--- src/rtl/dsp_result_drain.sv ---
// Result drain: queues full-width DSP result words in a small FIFO and
// streams each one out as NBEATS narrow beats, least-significant beat first.
module dsp_result_drain #(
  parameter int WIDTH  = 48,
  parameter int BEAT_W = 16,
  parameter int DEPTH  = 4
) (
  input  logic                     CLK,
  input  logic                     RST_N,
  input  logic                     CE,
  input  logic [WIDTH-1:0]         P_IN,
  input  logic                     P_VALID,
  output logic                     P_READY,
  output logic [BEAT_W-1:0]        D_OUT,
  output logic                     D_VALID,
  output logic                     D_LAST,
  input  logic                     D_READY,
  output logic [$clog2(DEPTH):0]   COUNT
);

  localparam int NBEATS = WIDTH / BEAT_W;
  localparam int AW     = $clog2(DEPTH);
  localparam int CW     = AW + 1;
  localparam int BW     = (NBEATS > 1) ? $clog2(NBEATS) : 1;

  typedef enum logic {S_IDLE, S_SEND} state_t;

  state_t              r_state;
  state_t              w_state_next;
  logic [WIDTH-1:0]    r_mem [DEPTH];
  logic [AW-1:0]       r_wptr;
  logic [AW-1:0]       r_rptr;
  logic [CW-1:0]       r_count;
  logic [BW-1:0]       r_beat;

  logic                w_push;
  logic                w_xfer;
  logic                w_final;
  logic                w_pop;
  logic [WIDTH-1:0]    w_head;
  logic [BEAT_W-1:0]   w_beats [NBEATS];

  // Readiness is judged on the current occupancy, so a full FIFO refuses a
  // push even when the head word leaves on the same edge.
  assign P_READY = CE && (r_count < CW'(DEPTH));
  assign D_VALID = CE && (r_state == S_SEND);
  assign w_final = (r_beat == BW'(NBEATS - 1));
  assign D_LAST  = D_VALID && w_final;
  assign COUNT   = r_count;

  assign w_push  = P_VALID && P_READY;
  assign w_xfer  = D_VALID && D_READY;
  assign w_pop   = w_xfer && w_final;

  assign w_head  = r_mem[r_rptr];

  for (genvar gi = 0; gi < NBEATS; gi++) begin : g_beat
    assign w_beats[gi] = w_head[gi*BEAT_W +: BEAT_W];
  end

  always_comb begin
    D_OUT = '0;
    if (r_state == S_SEND) begin
      for (int i = 0; i < NBEATS; i++) begin
        if (r_beat == BW'(i)) D_OUT = w_beats[i];
      end
    end
  end

  always_comb begin
    w_state_next = r_state;
    case (r_state)
      S_IDLE: if (w_push) w_state_next = S_SEND;
      S_SEND: if (w_pop && !w_push && (r_count == CW'(1))) w_state_next = S_IDLE;
      default: w_state_next = S_IDLE;
    endcase
  end

  // Storage is deliberately left out of reset; stale words are never shown.
  always_ff @(posedge CLK) begin
    if (w_push) r_mem[r_wptr] <= P_IN;
  end

  always_ff @(posedge CLK) begin
    if (!RST_N) begin
      r_state <= S_IDLE;
      r_wptr  <= '0;
      r_rptr  <= '0;
      r_count <= '0;
      r_beat  <= '0;
    end else begin
      r_state <= w_state_next;
      if (w_push) r_wptr <= r_wptr + AW'(1);
      if (w_pop)  r_rptr <= r_rptr + AW'(1);
      if (w_xfer) r_beat <= w_final ? '0 : r_beat + BW'(1);
      case ({w_push, w_pop})
        2'b10:   r_count <= r_count + CW'(1);
        2'b01:   r_count <= r_count - CW'(1);
        default: r_count <= r_count;
      endcase
    end
  end

endmodule

--- config.mk ---
export PLATFORM = sky130hd
export DESIGN_NAME = dsp_result_drain
export DESIGN_NICKNAME = d
export VERILOG_FILES = /design/src/rtl/dsp_result_drain.sv
export SDC_FILE = /design/constraint.sdc
export NUM_CORES = 1
export LEC_CHECK = 0
export ABC_CLOCK_PERIOD_IN_PS = 2200
export CORE_ASPECT_RATIO = 1.4
export CORE_MARGIN = 5
export CORE_UTILIZATION = 52
export DETAILED_ROUTE_END_ITERATION = 12
export PLACE_DENSITY = 0.76
export SETUP_SLACK_MARGIN = 0.2
export SLEW_MARGIN = 20
export SYNTH_ARGS = -nofsm -noshare
export SYNTH_HDL_FRONTEND = slang
export SYNTH_SLANG_ARGS = --single-unit
--- constraint.sdc ---
create_clock -name CLK -period 2.2 [get_ports CLK]
set_input_delay 0.22 -clock CLK [delete_from_list [all_inputs] [get_ports CLK]]
set_output_delay 0.22 -clock CLK [all_outputs]
set_load 0.02 [all_outputs]
==> out/qor.yml, run 1 <==
final_core_util_pct: 65.5
syn_inst: 439
layout_setup_ws_ps: -49.8
cts_buffer_depth: 3
insertion_delay_ps: 490
multi_input_comb_area_um2: 2140
ys_seq_area_share_pct: 73.2
antenna_found_initial: 0
pre_cts_slack_ps: 7.10
instances_no_fill: 752
power_density_nw_per_um2: 755
cts_tree: "built"
grt_setup_unrepaired: "true"
cts_hold_buffers: 0
switchingPower_uw: 1550
cts-htree-levels: 1
p_clk_share_pct: 37.8
fmaxAchievable_ghz: 0.444
drive_above_1_share_pct: 29.9
async_flop_share_pct: 0
violations: "negative setup slack"
syn_area_um2: 8210
num_rows: 54
setup_violations: 10
ys.flop_type: "edfxtp_1"
core_area_um2: 15500
cp-end-kind: "primary output"
ff_latch_area_um2: 6010
detail_route.wl_per_cell_um: 22.5
fin_skew_ps: 19.5
clk_pin_slew_ps: 60
r2r-start: "r_beat[0]"
initial_utilization_pct: 52.8
num_vias: 4382
die-area_um2: 18400
grt_overflow_total: 0
drv_slew: 0
synth_edf_count: 192
detail_route.wirelength_um: 17000
path_max_fanout: 6
period_needed_ps: 2250
swShare_pct: 20.1
grt_use_total_pct: 18.9
comb_power_share_pct: 5.5
maxCapViolCount: 0
ys_ff_latch: 204
worstPathArrival_ps: 2030
root_buffer: "clkbuf_16"
syn2layout_area_growth_pct: 24.0
ys_types: 38
internal_power_uw: 6140
dp_hpwl_um: 10300
worstPathRequired_ps: 1980
period_share_pct: 102
grt_pass1_vias: 4828
yosys_warnings: 0
diodes: 0
grt_pass1_wl_um: 26000
portBuffers: 74
p_seq_share_pct: 56.7
die_w_um: 116
final_nets: 605
worstReg2RegEnd: "COUNT[2]"
p_leak_uw: 0.00324
numClockSinks: 204
worstSetupPathType: "reg -> out"
worst_hold_path.num_cells: 1
cts_buffers: 19
irDropWorstVdd_uv: 665
status: "finished, violations left"
startpoint_type: "flop"
gp_congestion: 0.748
dp_cells: 710
hold_viol: 0
drtPass1Iterations: 4
worst_pin_slew_ps: 380
vias_per_cell: 5.83
timing.reg2reg.worst_path_depth: 6
syn-num-nets: 501
drt_iter0_drc: 234
dieHeight_um: 159
ant_nets: 0
reg2reg_setup_slack_ps: 340
final_common_cell: "edfxtp_1"
io-pin-count: 75
final_cell_mix: "edfxtp_1 (192), clkdlybuf4s50_1 (56), mux2i_1 (34)"
synth_area_per_cell_um2: 18.7
hold_end: "r_mem[2][2]"
hold_start: "P_IN[2]"
hp-class: "in -> reg"
drc: 0
num-fill-cells: 1063
grt_max_degree: 49
maxSlewHeadroom_pct: 74.7
layer usage:
layer | share of wire (%) | vias up | GRT usage, %
met5 | 0 | - | 0
met4 | 1.7 | 0 | 4.92
met2 | 56 | 143 | 36.1
met3 | 5.4 | 25 | 2.66
met1 | 37 | 2236 | 22.2
li1 | - | 1978 | -
through the flow:
step / area (um2) / hold slack [ps] / power (uW) / TNS [ps]
global route: 10200 / 369 / 7940 / -1230
finish: 10200 / 364 / 7690 / -287
detailed placement: 9350 / 472 / 4850 / 0
global placement: 9350 / 457 / 4840 / 0
floorplan: 8210 / 319 / 4610 / 0
CTS: 10100 / 351 / 7730 / -467
cell families after synthesis:
logic type | share of synthesized area, %
flops | 73.2
mux | 12.9
simple gates | 4.21
fa+ha+maj | 1.37
buf+inv | 2.61
xor+xnor | 0.213
compound gates | 5.52
area by class of cell:
cell class | count | area share, %
clock buffers | 25 | 4.89
well taps | 196 | 2.41
clock inverters | 9 | 0.467
repair buffers | 110 | 11.8
flip-flops and latches | 204 | 59.1
inverters | 8 | 0.295
multi-input cells | 200 | 21.1
Yosys cell counts (8+ instances only):
cell type    n  area share (%)
o221ai_2    10             1.8
inv_1        8            0.37
buf_2        9            0.55
dfxtp_1     12             2.9
nor2_1      22             1.0
o221a_1     10             1.4
mux4_2      16             4.4
nor3_1      11            0.67
mux2_2      13             1.8
mux2_1      19             2.6
mux2i_1     34             4.1
ha_1         9             1.4
edfxtp_1   192              70
power by group through the flow:
stage | Clock [uW] | Sequential [uW] | Combinational, uW
after floorplan | 0 | 4440 | 171
after global placement | 0 | 4440 | 404
after detailed placement | 0 | 4440 | 413
after CTS | 2950 | 4360 | 419
after global routing | 3120 | 4360 | 458
final | 2900 | 4360 | 426
sequential cells by signal (all words and copies together) (netlist names), named ones only:
register / flops
r_mem: 192
r_wptr: 2
r_beat: 2
r_rptr: 2
r_state: 1
COUNT: 3
worst max path at each step:
stage          slack [ps]  cells past startpoint           to      from
6_report              -50                      6     D_OUT[9]      flop
3_5_place_dp            7                      6    D_OUT[13]      flop
4_1_cts               -60                      6     D_OUT[4]      flop
3_3_place_gp           50                      5    D_OUT[10]      flop
2_1_floorplan         260                      3  r_mem[0][0]  COUNT[2]
5_1_grt              -120                      6     D_OUT[6]      flop
worst max-delay path, stage by stage (launching register included):
cell and delay [ps]:
dfxtp_4 430, buf_6 130, buf_16 120, mux4_2 520
nor2_2 120, nor3_2 60, buf_4 150
repair_timing:
item,in CTS,in global routing
endpoints found under the setup margin,19,18
gates resized for setup,119,25
pin swaps,5,1
gates cloned,3,0
setup buffers,5,0
Power figures use the tool's default switching activity.
==> run 2, diff against run 1 <==
--- a/config.mk
+++ b/config.mk
@@ -5,7 +5,6 @@
 export SDC_FILE = /design/constraint.sdc
 export NUM_CORES = 1
 export LEC_CHECK = 0
-export ABC_CLOCK_PERIOD_IN_PS = 2200
 export CORE_ASPECT_RATIO = 1.4
 export CORE_MARGIN = 5
 export CORE_UTILIZATION = 52
==> results of run 2 <==
No change in the layout: final DEF, timing and power equal those of run 1.
==> run 3, diff against run 2 <==
--- a/config.mk
+++ b/config.mk
@@ -7,9 +7,10 @@
 export LEC_CHECK = 0
 export CORE_ASPECT_RATIO = 1.4
 export CORE_MARGIN = 5
-export CORE_UTILIZATION = 52
+export CORE_UTILIZATION = 50
 export DETAILED_ROUTE_END_ITERATION = 12
-export PLACE_DENSITY = 0.76
+export HOLD_SLACK_MARGIN = 0.05
+export PLACE_DENSITY = 0.74
 export SETUP_SLACK_MARGIN = 0.2
 export SLEW_MARGIN = 20
 export SYNTH_ARGS = -nofsm -noshare
==> run 3 against run 2 <==
The flow still finishes with violations (negative setup slack). Core utilization shrank 0.63 points. Cell count rose by 1.6%. Worst hold slack gained 15 ps. Fmax is 0.13% lower. Sequential share of layout area is 1.7 points lower. Setup slack lost 2.9 ps. Critical path depth is the same. Count of clock-buffer cells in the layout fell by 3. Via count down 0.27%. Die area up 3.7%. Clock power rose by 9.0%. Non-clock buffer count rose by 10. Critical endpoint is now D_OUT[8]. Largest cell class unchanged.
==> out/qor.yml, run 3 (synthesized netlist as in run 1, its figures left out) <==
status: "finished, violations left"
violations: "negative setup slack"
detail_route.wirelength_um: 17400
cts_buffers: 19
irDropWorstVdd_uv: 507
num_rows: 55
core_area_um2: 16200
grt_overflow_total: 0
drtPass1Iterations: 4
insertion_delay_ps: 470
drive_above_1_share_pct: 34.0
startpoint_type: "flop"
vias_per_cell: 5.72
grt_pass1_vias: 4827
grt_setup_unrepaired: "true"
detail_route.wl_per_cell_um: 22.7
die-area_um2: 19100
worst_hold_path.num_cells: 1
route.met3.wl_um: 929
worst_pin_slew_ps: 388
slowest_delay_ps: 540
topRoutingLayerUsed: "met5"
clk_pin_slew_ps: 60
path_max_fanout: 6
cp-end-kind: "primary output"
cts-htree-levels: 1
tns_ps: -251
cts_hold_buffers: 0
numClockSinks: 204
power_density_nw_per_um2: 760
grt_pass1_wl_um: 26300
pre_cts_slack_ps: 32.4
crit_top_cell: "buf_12"
fmaxAchievable_ghz: 0.444
dp_cells: 719
top_register: "r_mem"
drt_iter0_drc: 317
layout_setup_ws_ps: -52.7
initial_utilization_pct: 50.8
num_vias: 4370
period_needed_ps: 2250
reg2reg_setup_slack_ps: 290
grt_max_degree: 49
timing.reg2reg.worst_path_depth: 6
hp-class: "in -> reg"
final_common_cell: "edfxtp_1"
final_core_util_pct: 64.9
dr_wl_met2_um: 9700
portBuffers: 74
p_leak_uw: 0.00336
setup_violations: 9
final_cell_mix: "edfxtp_1 (192), clkdlybuf4s50_1 (56), mux2i_1 (34)"
r2r-start: "r_beat[0]"
worstPathArrival_ps: 2030
maxSlewHeadroom_pct: 74.1
cts_tree: "built"
cp_cell_sequence: "buf_12 > buf_12 > mux4_2 > nor2_4 > nor3_2 > buf_4"
io-pin-count: 75
grt_use_total_pct: 17.8
dieHeight_um: 162
diodes: 0
drc: 0
worstReg2RegEnd: "COUNT[2]"
antenna_found_initial: 1
worstSetupPathType: "reg -> out"
hold_start: "P_IN[31]"
die_w_um: 118
hold_viol: 0
ant_nets: 0
final_nets: 615
worstPathRequired_ps: 1980
root_buffer: "clkbuf_16"
drv_slew: 0
period_share_pct: 102
m1WireLength_um: 6410
largest_reg_flops: 192
critPathTopFamily: "multiplexers"
design_power_total_uw: 7970
syn2layout_area_growth_pct: 27.8
cts_buffer_depth: 3
slowest_stage: "mux4_2"
maxCapViolCount: 0
hold_end: "r_mem[1][31]"
gp_congestion: 0.739
instances_no_fill: 764
fin_skew_ps: 8.13
worst-path-buf-inv: 3
dp_hpwl_um: 10700
==> run 3: per-layer routing <==
metal | vias up | track usage, %
li1 | 1990 | -
met1 | 2215 | 20.1
met2 | 143 | 33.7
met3 | 20 | 3.22
met4 | 2 | 5.58
met5 | - | 0
==> run 3: repair_timing <==
item	in CTS	in global routing
gates cloned	3	0
endpoints found under the setup margin	18	18
gates resized for setup	123	52
pin swaps	3	6
setup buffers	8	1
==> run 3: power by group <==
group / total, uW / switching, uW / internal [uW]
registers: 4360 / 30.9 / 4330
logic: 454 / 233 / 221
clock network: 3160 / 1310 / 1850
==> run 3: metrics by stage <==
step | cell area, um2 | hold WS (ps)
floorplan | 8210 | 319
global placement | 9390 | 466
detailed placement | 9390 | 472
CTS | 10200 | 366
global route | 10500 | 376
finish | 10500 | 379
==> run 3: final cells by class <==
cell class | count | area (um2)
Clock inverter | 11 | 101
Tap cell | 199 | 249
Inverter | 8 | 30.0
Clock buffer | 22 | 497
Timing Repair Buffer | 120 | 1320
Multi-Input combinational cell | 200 | 2270
Fill cell | 1082 | 5680
Sequential cell | 204 | 6020
==> run 3: worst max-delay path by stage <==
stage              from           to  slack, ps  cells past startpoint
2_1_floorplan  COUNT[2]  r_mem[0][0]        260                      3
3_3_place_gp       flop     D_OUT[5]         40                      5
3_5_place_dp       flop     D_OUT[5]         30                      5
4_1_cts            flop    D_OUT[11]        -60                      6
5_1_grt            flop     D_OUT[5]       -120                      7
6_report           flop     D_OUT[8]        -50                      6
